$ cat config.mk
export PLATFORM = sky130hd
export DESIGN_NAME = flappy_engine
export DESIGN_NICKNAME = d
export VERILOG_FILES = /design/src/rtl/flappy_pkg.sv /design/src/rtl/flappy_engine_pipe_lane.sv /design/src/rtl/flappy_engine.sv
export SDC_FILE = /design/constraint.sdc
export NUM_CORES = 1
export LEC_CHECK = 0
export CELL_PAD_IN_SITES_DETAIL_PLACEMENT = 1
export CELL_PAD_IN_SITES_GLOBAL_PLACEMENT = 1
export CORE_MARGIN = 2
export CORE_UTILIZATION = 28
export CTS_CLUSTER_SIZE = 24
export DETAILED_ROUTE_END_ITERATION = 8
export PLACE_DENSITY_LB_ADDON = 0.1
export SETUP_SLACK_MARGIN = 0.15
export SLEW_MARGIN = 0
export SYNTH_ARGS = -nofsm -noshare
export SYNTH_HDL_FRONTEND = slang
export SYNTH_HIERARCHICAL = 1
export SYNTH_SLANG_ARGS = --single-unit
$ cat constraint.sdc
create_clock -name clk -period 8.35 [get_ports clk]
set_input_delay 1.67 -clock clk [delete_from_list [all_inputs] [get_ports clk]]
set_output_delay 1.67 -clock clk [all_outputs]
set_load 0.01 [all_outputs]
$ cat src/rtl/flappy_pkg.sv
// flappy_pkg: shared scene codes, key codes, lane field offsets and LFSR step
package flappy_pkg;
  typedef enum logic [1:0] {SPLASH = 2'd0, PLAYING = 2'd1, GAMEOVER = 2'd2} scene_t;
  localparam logic [7:0] KEY_SPACE = 8'd32;
  localparam logic [7:0] KEY_R = 8'd114;
  localparam logic [7:0] KEY_X = 8'd120;
  localparam int LANE_MIN = 0;
  localparam int LANE_MAX = 1;
  localparam int LANE_POS = 2;
  localparam int LANE_FIELDS = 3;
  function automatic logic [7:0] lfsr_step(input logic [7:0] s);
    return {s[6:0], s[7] ^ s[5] ^ s[4] ^ s[3]};
  endfunction
endpackage

$ cat src/rtl/flappy_engine_pipe_lane.sv
// pipe_lane: one scrolling pipe lane with gap reload and bird collision compare
module pipe_lane
  import flappy_pkg::*;
#(
  parameter int ALT_W = 8,
  parameter int POS_INIT = 24,
  parameter int RELOAD = 59,
  parameter int BIRD_X = 4,
  parameter int GAP_MIN = 5,
  parameter int GAP_H = 10,
  parameter int SPREAD_LOG2 = 4
) (
  input logic clk,
  input logic rst,
  input logic restart,
  input logic tick,
  input logic [7:0] rnd,
  input logic [ALT_W-1:0] alt,
  output logic [LANE_FIELDS*ALT_W-1:0] lane,
  output logic reload,
  output logic at_bird,
  output logic miss
);
  logic [ALT_W-1:0] pos, mn, mx, pos_n, mn_n, mx_n, new_min;
  assign reload = pos == '0;
  always_comb begin
    new_min = ALT_W'(GAP_MIN) + ALT_W'(rnd & 8'((1 << SPREAD_LOG2) - 1));
    pos_n = reload ? ALT_W'(RELOAD) : pos - ALT_W'(1);
    mn_n = reload ? new_min : mn;
    mx_n = reload ? new_min + ALT_W'(GAP_H) : mx;
    at_bird = pos_n == ALT_W'(BIRD_X);
    miss = alt >= mx_n || alt <= mn_n;
  end
  always_ff @(posedge clk or posedge rst)
    if (rst) {pos, mx, mn} <= {ALT_W'(POS_INIT), ALT_W'(GAP_MIN + GAP_H), ALT_W'(GAP_MIN)};
    else if (restart) {pos, mx, mn} <= {ALT_W'(POS_INIT), ALT_W'(GAP_MIN + GAP_H), ALT_W'(GAP_MIN)};
    else if (tick) {pos, mx, mn} <= {pos_n, mx_n, mn_n};
  assign lane[LANE_POS*ALT_W +: ALT_W] = pos;
  assign lane[LANE_MAX*ALT_W +: ALT_W] = mx;
  assign lane[LANE_MIN*ALT_W +: ALT_W] = mn;
endmodule

$ cat src/rtl/flappy_engine.sv
// flappy_engine: flappy-bird game engine; define FLAPPY_SCORE_EN to enable the pipe score counter
module flappy_engine
  import flappy_pkg::*;
#(
  parameter int NUM_GAPS = 3,
  parameter int ALT_W = 8,
  parameter int TICK_DIV = 6,
  parameter int ALT_INIT = 20,
  parameter int ALT_MAX = 40,
  parameter int FLAP_V = 3,
  parameter int MAX_FALL = 3,
  parameter int BIRD_X = 4,
  parameter int PIPE_SPACING = 20,
  parameter int GAP_H = 10,
  parameter int GAP_MIN = 5,
  parameter int SPREAD_LOG2 = 4,
  parameter logic [7:0] LFSR_SEED = 8'hA5
) (
  input logic clk,
  input logic rst,
  input logic [7:0] inp,
  output logic [1:0] scene,
  output logic [ALT_W:0] bird,
  output logic [NUM_GAPS*LANE_FIELDS*ALT_W-1:0] gaps,
  output logic [15:0] score
);
  localparam int CW = $clog2(TICK_DIV + 1);
  localparam logic [7:0] SEED = LFSR_SEED == 8'd0 ? 8'd1 : LFSR_SEED;
  localparam logic signed [ALT_W:0] ONE = (ALT_W + 1)'(1);
  localparam logic signed [ALT_W:0] ZERO = (ALT_W + 1)'(0);
  localparam logic signed [ALT_W:0] FV = (ALT_W + 1)'(FLAP_V);
  localparam logic signed [ALT_W:0] MF = (ALT_W + 1)'(-MAX_FALL);
  localparam logic signed [ALT_W:0] AMAX = (ALT_W + 1)'(ALT_MAX);
  scene_t st, st_nxt;
  logic playing, start, restart, quit, tick, flap, ground, ceil, crash;
  logic [CW-1:0] cnt;
  logic [7:0] lfsr, rnd_r;
  logic [7:0] rnd [NUM_GAPS];
  logic [ALT_W-1:0] alt, alt_new;
  logic signed [ALT_W:0] vel, vel_dec, vel_new, sum;
  logic is_flapping, flap_pending;
  logic [NUM_GAPS-1:0] reload, at_bird, miss;
  always_ff @(posedge clk or posedge rst)
    if (rst) st <= SPLASH;
    else st <= st_nxt;
  always_comb
    st_nxt = st == SPLASH ? (|inp ? PLAYING : SPLASH) :
             st == PLAYING ? (quit || crash ? GAMEOVER : PLAYING) :
             st == GAMEOVER ? (inp == KEY_R ? SPLASH : GAMEOVER) : SPLASH;
  always_comb begin
    playing = st == PLAYING;
    start = st == SPLASH && |inp;
    restart = st == GAMEOVER && inp == KEY_R;
    quit = playing && inp == KEY_X;
    tick = playing && cnt == CW'(TICK_DIV - 1);
    flap = flap_pending || inp == KEY_SPACE;
  end
  assign scene = st;
  assign bird = {alt, is_flapping};
  assign crash = tick && (ground || |(at_bird & miss));
  always_comb begin
    vel_dec = vel - ONE;
    vel_new = flap ? FV : vel_dec < MF ? MF : vel_dec;
    sum = $signed({1'b0, alt}) + vel_new;
    ground = sum <= ZERO;
    ceil = sum >= AMAX;
    alt_new = ground ? '0 : ceil ? ALT_W'(ALT_MAX) : sum[ALT_W-1:0];
  end
  always_ff @(posedge clk or posedge rst)
    if (rst) lfsr <= SEED;
    else lfsr <= lfsr_step(lfsr);
  always_ff @(posedge clk or posedge rst)
    if (rst) {alt, vel, is_flapping, flap_pending, cnt} <= {ALT_W'(ALT_INIT), ZERO, 1'b0, 1'b0, CW'(0)};
    else if (restart) {alt, vel, is_flapping, flap_pending, cnt} <= {ALT_W'(ALT_INIT), ZERO, 1'b0, 1'b0, CW'(0)};
    else if (start) cnt <= '0;
    else if (playing) begin
      cnt <= tick ? '0 : cnt + CW'(1);
      flap_pending <= !tick && flap;
      if (tick) begin
        alt <= alt_new;
        vel <= ceil ? ZERO : vel_new;
        is_flapping <= flap;
      end
    end
  always_comb begin
    rnd_r = lfsr;
    for (int i = 0; i < NUM_GAPS; i++) begin
      rnd[i] = rnd_r;
      rnd_r = reload[i] ? lfsr_step(rnd_r) : rnd_r;
    end
  end
  for (genvar i = 0; i < NUM_GAPS; i++) begin : g_lane
    pipe_lane #(
      .ALT_W(ALT_W),
      .POS_INIT(BIRD_X + (i + 1) * PIPE_SPACING),
      .RELOAD(NUM_GAPS * PIPE_SPACING - 1),
      .BIRD_X(BIRD_X),
      .GAP_MIN(GAP_MIN),
      .GAP_H(GAP_H),
      .SPREAD_LOG2(SPREAD_LOG2)
    ) u_lane (
      .clk(clk),
      .rst(rst),
      .restart(restart),
      .tick(tick),
      .rnd(rnd[i]),
      .alt(alt_new),
      .lane(gaps[(NUM_GAPS - i) * LANE_FIELDS * ALT_W - 1 -: LANE_FIELDS * ALT_W]),
      .reload(reload[i]),
      .at_bird(at_bird[i]),
      .miss(miss[i])
    );
  end
`ifdef FLAPPY_SCORE_EN
  logic [15:0] passes;
  logic [16:0] score_sum;
  always_comb begin
    passes = '0;
    for (int i = 0; i < NUM_GAPS; i++) passes = passes + 16'(at_bird[i] && !miss[i]);
    score_sum = {1'b0, score} + {1'b0, passes};
  end
  always_ff @(posedge clk or posedge rst)
    if (rst) score <= '0;
    else if (restart) score <= '0;
    else if (tick) score <= score_sum[16] ? '1 : score_sum[15:0];
`else
  assign score = '0;
`endif
endmodule

==> run_results.csv, run 1 <==
group,metric,value,unit
sta,rsz0062_at_grt,"false",
hold_path,hold_path_class,"flip-flop to flip-flop",
hold_path,whs_path_depth,0,
global_routing,grt_pass1_vias,6824,
critical_path,worstReg2RegStart,"vel[3]",
placement,portBuffers,92,
floorplan,design.die.area,29000,um2
floorplan,die_h,170,um
sta,worstMarginPinSlew,1040,ps
sta,setup_viol,0,
critical_path,startpoint_type,"input pin",
power_and_ir_drop,p_leak,4.06,nW
clock_network,cts_setup_buffers,0,
critical_path,cp_max_fo,8,
critical_path,crit_start,"inp[1]",
placement,pre_cts_ws,286,ps
clock_network,root_buffer,"clkbuf_16",
critical_path,end_kind,"flip-flop",
detailed_routing,wire_per_inst,18.3,um
logic_synthesis,syn_inst,854,
floorplan,rows,60,
floorplan,die_x,170,um
finish,utilization,34.3,%
detailed_routing,drcViolationCount,0,
detailed_routing,vias,6585,
global_routing,grt.total_usage,16.8,%
finish,stdcell_area,9270,um2
finish,multi_input_area,4770,um2
global_routing,grt_pass1_wl,38200,um
clock_network,cts_tree,"done",
critical_path,cp_slowest_cell,"o311ai_1",
critical_path,cp.required,8600,ps
finish,synthToLayoutAreaGrowth,19.7,%
placement,postPlaceCellArea,8950,um2
power_and_ir_drop,fin_total_pwr,3.12,mW
detailed_routing,dr.first_iter.drc_count,286,
detailed_routing,via_per_inst,5.12,
detailed_routing,ant_nets,0,
finish,instances_no_fill,1286,
placement,place.gp.congestion,0.761,
sta,tns,0,ps
critical_path,cp.depth,25,
floorplan,io_pins,109,
critical_path,worstReg2RegEnd,"scene[1]",
sta,maxSlewHeadroom,30.6,%
sta,fin_crit_sh,91.7,%
critical_path,crit_path_frequent_cell,"a21oi_1",
finish,fillerInstances,3175,
sta,skew,12.4,ps
clock_network,ctsResizeCount,0,
power_and_ir_drop,powerDensity,337,nW/um2
sta,finalHoldViolCount,0,
sta,max_freq,131,MHz
logic_synthesis,yosysWarnings,6,
power_and_ir_drop,ir_worst_vdd,160,uV
clock_network,cts_sinks,104,
flow_run,drv_cap,0,
detailed_routing,drt_wl_total,23500,um
hold_path,hp-start,"lfsr[6]",
global_routing,grt_max_degree,42,
critical_path,cp_num_buf_inv,2,
sta,finalCriticalPeriod,7660,ps
global_routing,overflow,0,
global_routing,antenna_found_initial,0,
clock_network,cts_buffers,9,
clock_network,clk_transition_reported_paths,80,ps
finish,register_area,2640,um2
logic_synthesis,avgSynthCellArea,9.07,um2
placement,dpl.cell_count,1270,
clock_network,hold_buffers,0,
critical_path,reg2reg_slack,930,ps
sta,fin_ws,694,ps
critical_path,cp_data_arrival_time,7910,ps
finish,drive_gt1_share,9.63,%
placement,dp_hpwl,17500,um
floorplan,initial_core_util,28.7,%
critical_path,path_class,"input pin to flip-flop",
sta,drv_slew,0,
clock_network,clk_latency,370,ps
critical_path,crit_family,"compound AO/OA/AOI/OAI gates",
clock_network,clockBufferDepth,2,
detailed_routing,drt-pass1-iter-count,6,
critical_path,critical_path.max_stage_delay,560,ps
status,status,"finished clean",
finish,num_antenna_cells,0,
sta,holdWs,381,ps
critical_path,r2r_cells,30,
floorplan,core,27000,um2
clock_network,h-tree-depth,3,
hold_path,holdPathEnd,"lfsr[7]",
logic_synthesis,syn-cell-area,7750,um2
finish,nets,1022,
## power breakdown
group	leakage (nW)	internal, mW	switching (mW)
clock	0.157	0.265	0.216
sequential	1.18	0.581	0.123
combinational	2.72	0.787	1.15
total	4.06	1.63	1.49
## routing by layer
layer	wire, um	share of wire, %	global-route usage [%]
met5	0	0	0
met4	246	1.0	4.01
met1	11700	50	23.3
met3	644	2.7	2.37
met2	10900	46	27.5
## worst register-to-register path: cells and delay by family, from the launching register on
| family | cells | cell delay [ps] |
|---|---|---|
| AOI/OAI and AO/OA | 13 | 2820 |
| and+or+nand+nor | 10 | 2350 |
| adders and majority gates | 4 | 1340 |
| DFF | 1 | 480 |
| buffers and inverters | 2 | 220 |
| xor gates and xnor gates | 1 | 130 |
## layout by cell type (no fill, tap or decap), types with 28 or more instances in the layout
cell / count
clkdlybuf4s50_1: 92
dfrtp_1: 74
conb_1: 28
inv_1: 39
ha_1: 71
nand2_1: 86
o21ai_0: 31
a21oi_1: 59
nor2_1: 75
dfstp_2: 30
## layout make-up
cell class | instances | share of cell area [%]
Clock inverter | 6 | 0.985
Timing Repair Buffer | 97 | 10.3
Sequential cell | 104 | 28.5
Multi-Input combinational cell | 686 | 51.4
Inverter | 42 | 1.70
Clock buffer | 10 | 2.47
Tap cell | 341 | 4.60
## how the worst max path moves through the flow
stage | to | slack, ps
final | scene[1] | 690
after global routing | scene[1] | 180
after CTS | scene[1] | 650
after detailed placement | scene[1] | 290
after global placement | scene[1] | 560
after floorplan | scene[1] | 1950
## flip-flops by register name, indices dropped and copies added, names as in the netlist
name	count
lfsr	8
flap_pending	1
cnt	3
alt	8
g_lane.u_lane/mx	24
g_lane.u_lane/pos	24
scene	2
g_lane.u_lane/mn	24
vel	9
is_flapping	1
Note: power is estimated with default switching activity, not from simulation.
==> run 2, diff against run 1 <==
- CAP_MARGIN: not set -> 20
- SYNTH_HIERARCHICAL: 1 -> not set
==> run 2 against run 1 <==
Via count rose by 4.4%; non-clock buffer count increased by 10; sequential share of layout area is essentially flat; combinational power rose by 63%; clock power down 9.4%; sequential power grew 25%; first-iteration DRC count is 14% higher; largest cell class unchanged; largest power group unchanged.
==> run_results.csv, run 2 <==
group,metric,value,unit
clock_network,cts_tree,"done",
clock_network,clk_latency,370,ps
clock_network,hold_buffers,0,
logic_synthesis,yosysWarnings,0,
finish,layout_commonest_cell,"o21ai_0",
clock_network,clk_transition_reported_paths,80,ps
sta,holdWs,398,ps
finish,nets,1062,
logic_synthesis,synthArstFlopShare,100,%
floorplan,design.die.area,28800,um2
detailed_routing,ant_nets,0,
clock_network,cts_buffers,9,
placement,portBuffers,92,
critical_path,path_class,"input pin to flip-flop",
finish,num_antenna_cells,0,
finish,synthToLayoutAreaGrowth,20.3,%
status,status,"finished clean",
global_routing,grt_pass1_wl,42100,um
sta,finalCriticalPeriod,7550,ps
detailed_routing,drcViolationCount,0,
logic_synthesis,ys_types,79,
critical_path,end_kind,"flip-flop",
floorplan,initial_core_util,28.6,%
power_and_ir_drop,p_comb_share,70.6,%
sta,rsz0062_at_grt,"false",
clock_network,clockBufferDepth,2,
power_and_ir_drop,pwr-share-seq,19.7,%
finish,fillerInstances,3165,
finish,multi_input_area,4750,um2
global_routing,antenna_found_initial,0,
placement,dp_hpwl,20300,um
clock_network,cts_sinks,104,
sta,drv_slew,0,
sta,worstMarginPinSlew,999,ps
power_and_ir_drop,powerDensity,484,nW/um2
finish,drive_gt1_share,8.47,%
logic_synthesis,syn_inst,904,
logic_synthesis,synth.top_cells.by_count,"o21ai_0, nor2_1, nand2_1, dfrtp_1, ha_1",
logic_synthesis,syn-cell-area,7700,um2
critical_path,cp.required,8610,ps
sta,max_freq,132,MHz
logic_synthesis,ys_ff_latch,104,
critical_path,cp_data_arrival_time,7810,ps
clock_network,ctsResizeCount,0,
sta,fin_crit_sh,90.4,%
detailed_routing,drt-pass1-iter-count,4,
floorplan,io_pins,109,
floorplan,rows,60,
sta,finalHoldViolCount,0,
finish,final_cell_mix,"o21ai_0, clkdlybuf4s50_1, nor2_1",
clock_network,h-tree-depth,3,
placement,place.gp.congestion,0.806,
logic_synthesis,synth_edf_count,0,
global_routing,grt.total_usage,19.0,%
power_and_ir_drop,p_leak,3.86,nW
power_and_ir_drop,ir_worst_vdd,199,uV
logic_synthesis,ys.flop_type,"dfrtp_1",
logic_synthesis,ys_top_cells_by_area,"dfrtp_1, ha_1, dfstp_2, o21ai_0, nor2_1",
logic_synthesis,yosysMostFrequentCell,"o21ai_0",
floorplan,die_h,170,um
power_and_ir_drop,p_sw,2.27,mW
logic_synthesis,seq_area_frac_synth,34.3,%
global_routing,overflow,0,
critical_path,startpoint_type,"input pin",
clock_network,cts_setup_buffers,0,
detailed_routing,via_per_inst,5.16,
global_routing,grt_pass1_vias,7000,
finish,register_area,2640,um2
power_and_ir_drop,internal_power,2.22,mW
sta,setup_viol,0,
flow_run,drv_cap,0,
clock_network,root_buffer,"clkbuf_16",
sta,skew,12.0,ps
sta,maxSlewHeadroom,33.1,%
detailed_routing,drt_wl_total,26700,um
detailed_routing,wire_per_inst,20.0,um
floorplan,die_x,170,um
critical_path,cp_max_fo,11,
floorplan,core,27000,um2
detailed_routing,vias,6873,
power_and_ir_drop,p_clk_share,9.7,%
detailed_routing,dr.first_iter.drc_count,325,
logic_synthesis,avgSynthCellArea,8.52,um2
sta,tns,0,ps
hold_path,hold_path_class,"flip-flop to flip-flop",
global_routing,grt_max_degree,67,
logic_synthesis,synth.top_cell.area_share,24.1,%
logic_synthesis,post-synth-top-area-cell,"dfrtp_1",
power_and_ir_drop,switching_share,50.6,%
-- run 2: changes by cell type in the layout (fill, tap and decap cells not counted), sizes merged, moves of 10 or more --
cell | before | now
a21o | 8 | 19
nand3 | 29 | 40
nor2 | 75 | 85
buf | 5 | 15
mux2i | 25 | 11
o21ai | 42 | 95
-- run 2: metrics by stage --
stage                     instance area, um2  power (mW)  util (%)  worst slack (ps)  instances
after floorplan                         7800        2.97         -              1810        931
after global placement                  8970        4.04      33.3               501       1317
final                                   9260        4.48      34.4               801       1333
after global routing                    9260        4.95      34.4               321       1333
after detailed placement                8970        4.07      33.3               368       1317
after CTS                               9260        4.54      34.4               757       1333
-- run 2: area by class of cell --
cell class	count	share of cell area [%]
repair buffers	107	11.2
flip-flops and latches	104	28.5
clock buffers	9	2.43
inverters	32	1.32
well taps	341	4.61
multi-input cells	733	51.3
clock inverters	7	0.676
-- run 2: cells by family (layout without fill, tap and decap cells) --
family	count (synthesis)	after routing	synth area share [%]
other cells	1	28	0.0487
mux	13	13	1.72
buf+inv	94	155	5.56
fa+ha+maj	67	67	10.9
compound gates	266	266	22.0
xor+xnor	36	36	4.37
simple gates	323	323	21.1
flops	104	104	34.3
-- run 2: worst paths after layout --
path,start,slack (ps),to,cells past startpoint
min in group asynchronous,rst,1670,g_lane[1].u_lane.mx[4],2
worst max register to register,vel[0],1050,scene[1],28
worst max-delay path,inp[3],800,scene[1],26
max in group asynchronous,rst,5370,vel[2],3
worst min register to register,lfsr[4],400,lfsr[5],0
worst min-delay path,lfsr[4],400,lfsr[5],0
-- run 2: power by group through the flow --
stage	sequential [mW]	combinational [mW]	clock (mW)
6_report	0.883	3.17	0.436
5_1_grt	0.914	3.56	0.471
4_1_cts	0.888	3.20	0.453
3_5_place_dp	0.895	3.17	0
3_3_place_gp	0.896	3.15	0
2_1_floorplan	0.853	2.12	0
-- run 2: per-layer routing --
| layer | GRT usage [%] | vias to the layer above | share of wire (%) |
|---|---|---|---|
| li1 | - | 3379 | - |
| met1 | 27.8 | 3380 | 52 |
| met2 | 29.8 | 99 | 44 |
| met3 | 2.02 | 15 | 2.3 |
| met4 | 4.68 | 0 | 1.3 |
| met5 | 0 | - | 0 |
-- run 2: critical path, cell delays in order --
cell and delay (ps):
clkdlybuf4s50_1 550, nor4_4 410, a31o_2 430, nor3_1 110, inv_1 70, ha_1 150, inv_1 50, fa_1 430
nor2b_1 220, nor3_1 80, o31ai_2 370, a2111o_1 160, nand4_1 110, nor2_1 270, buf_4 220, a21oi_1 170
ha_1 360, nand4_1 190, nor2_1 150, a211oi_1 60, a211oi_1 290, o21ai_0 120, a211oi_1 290, o211ai_1 130
or4_4 530, o21a_1 180
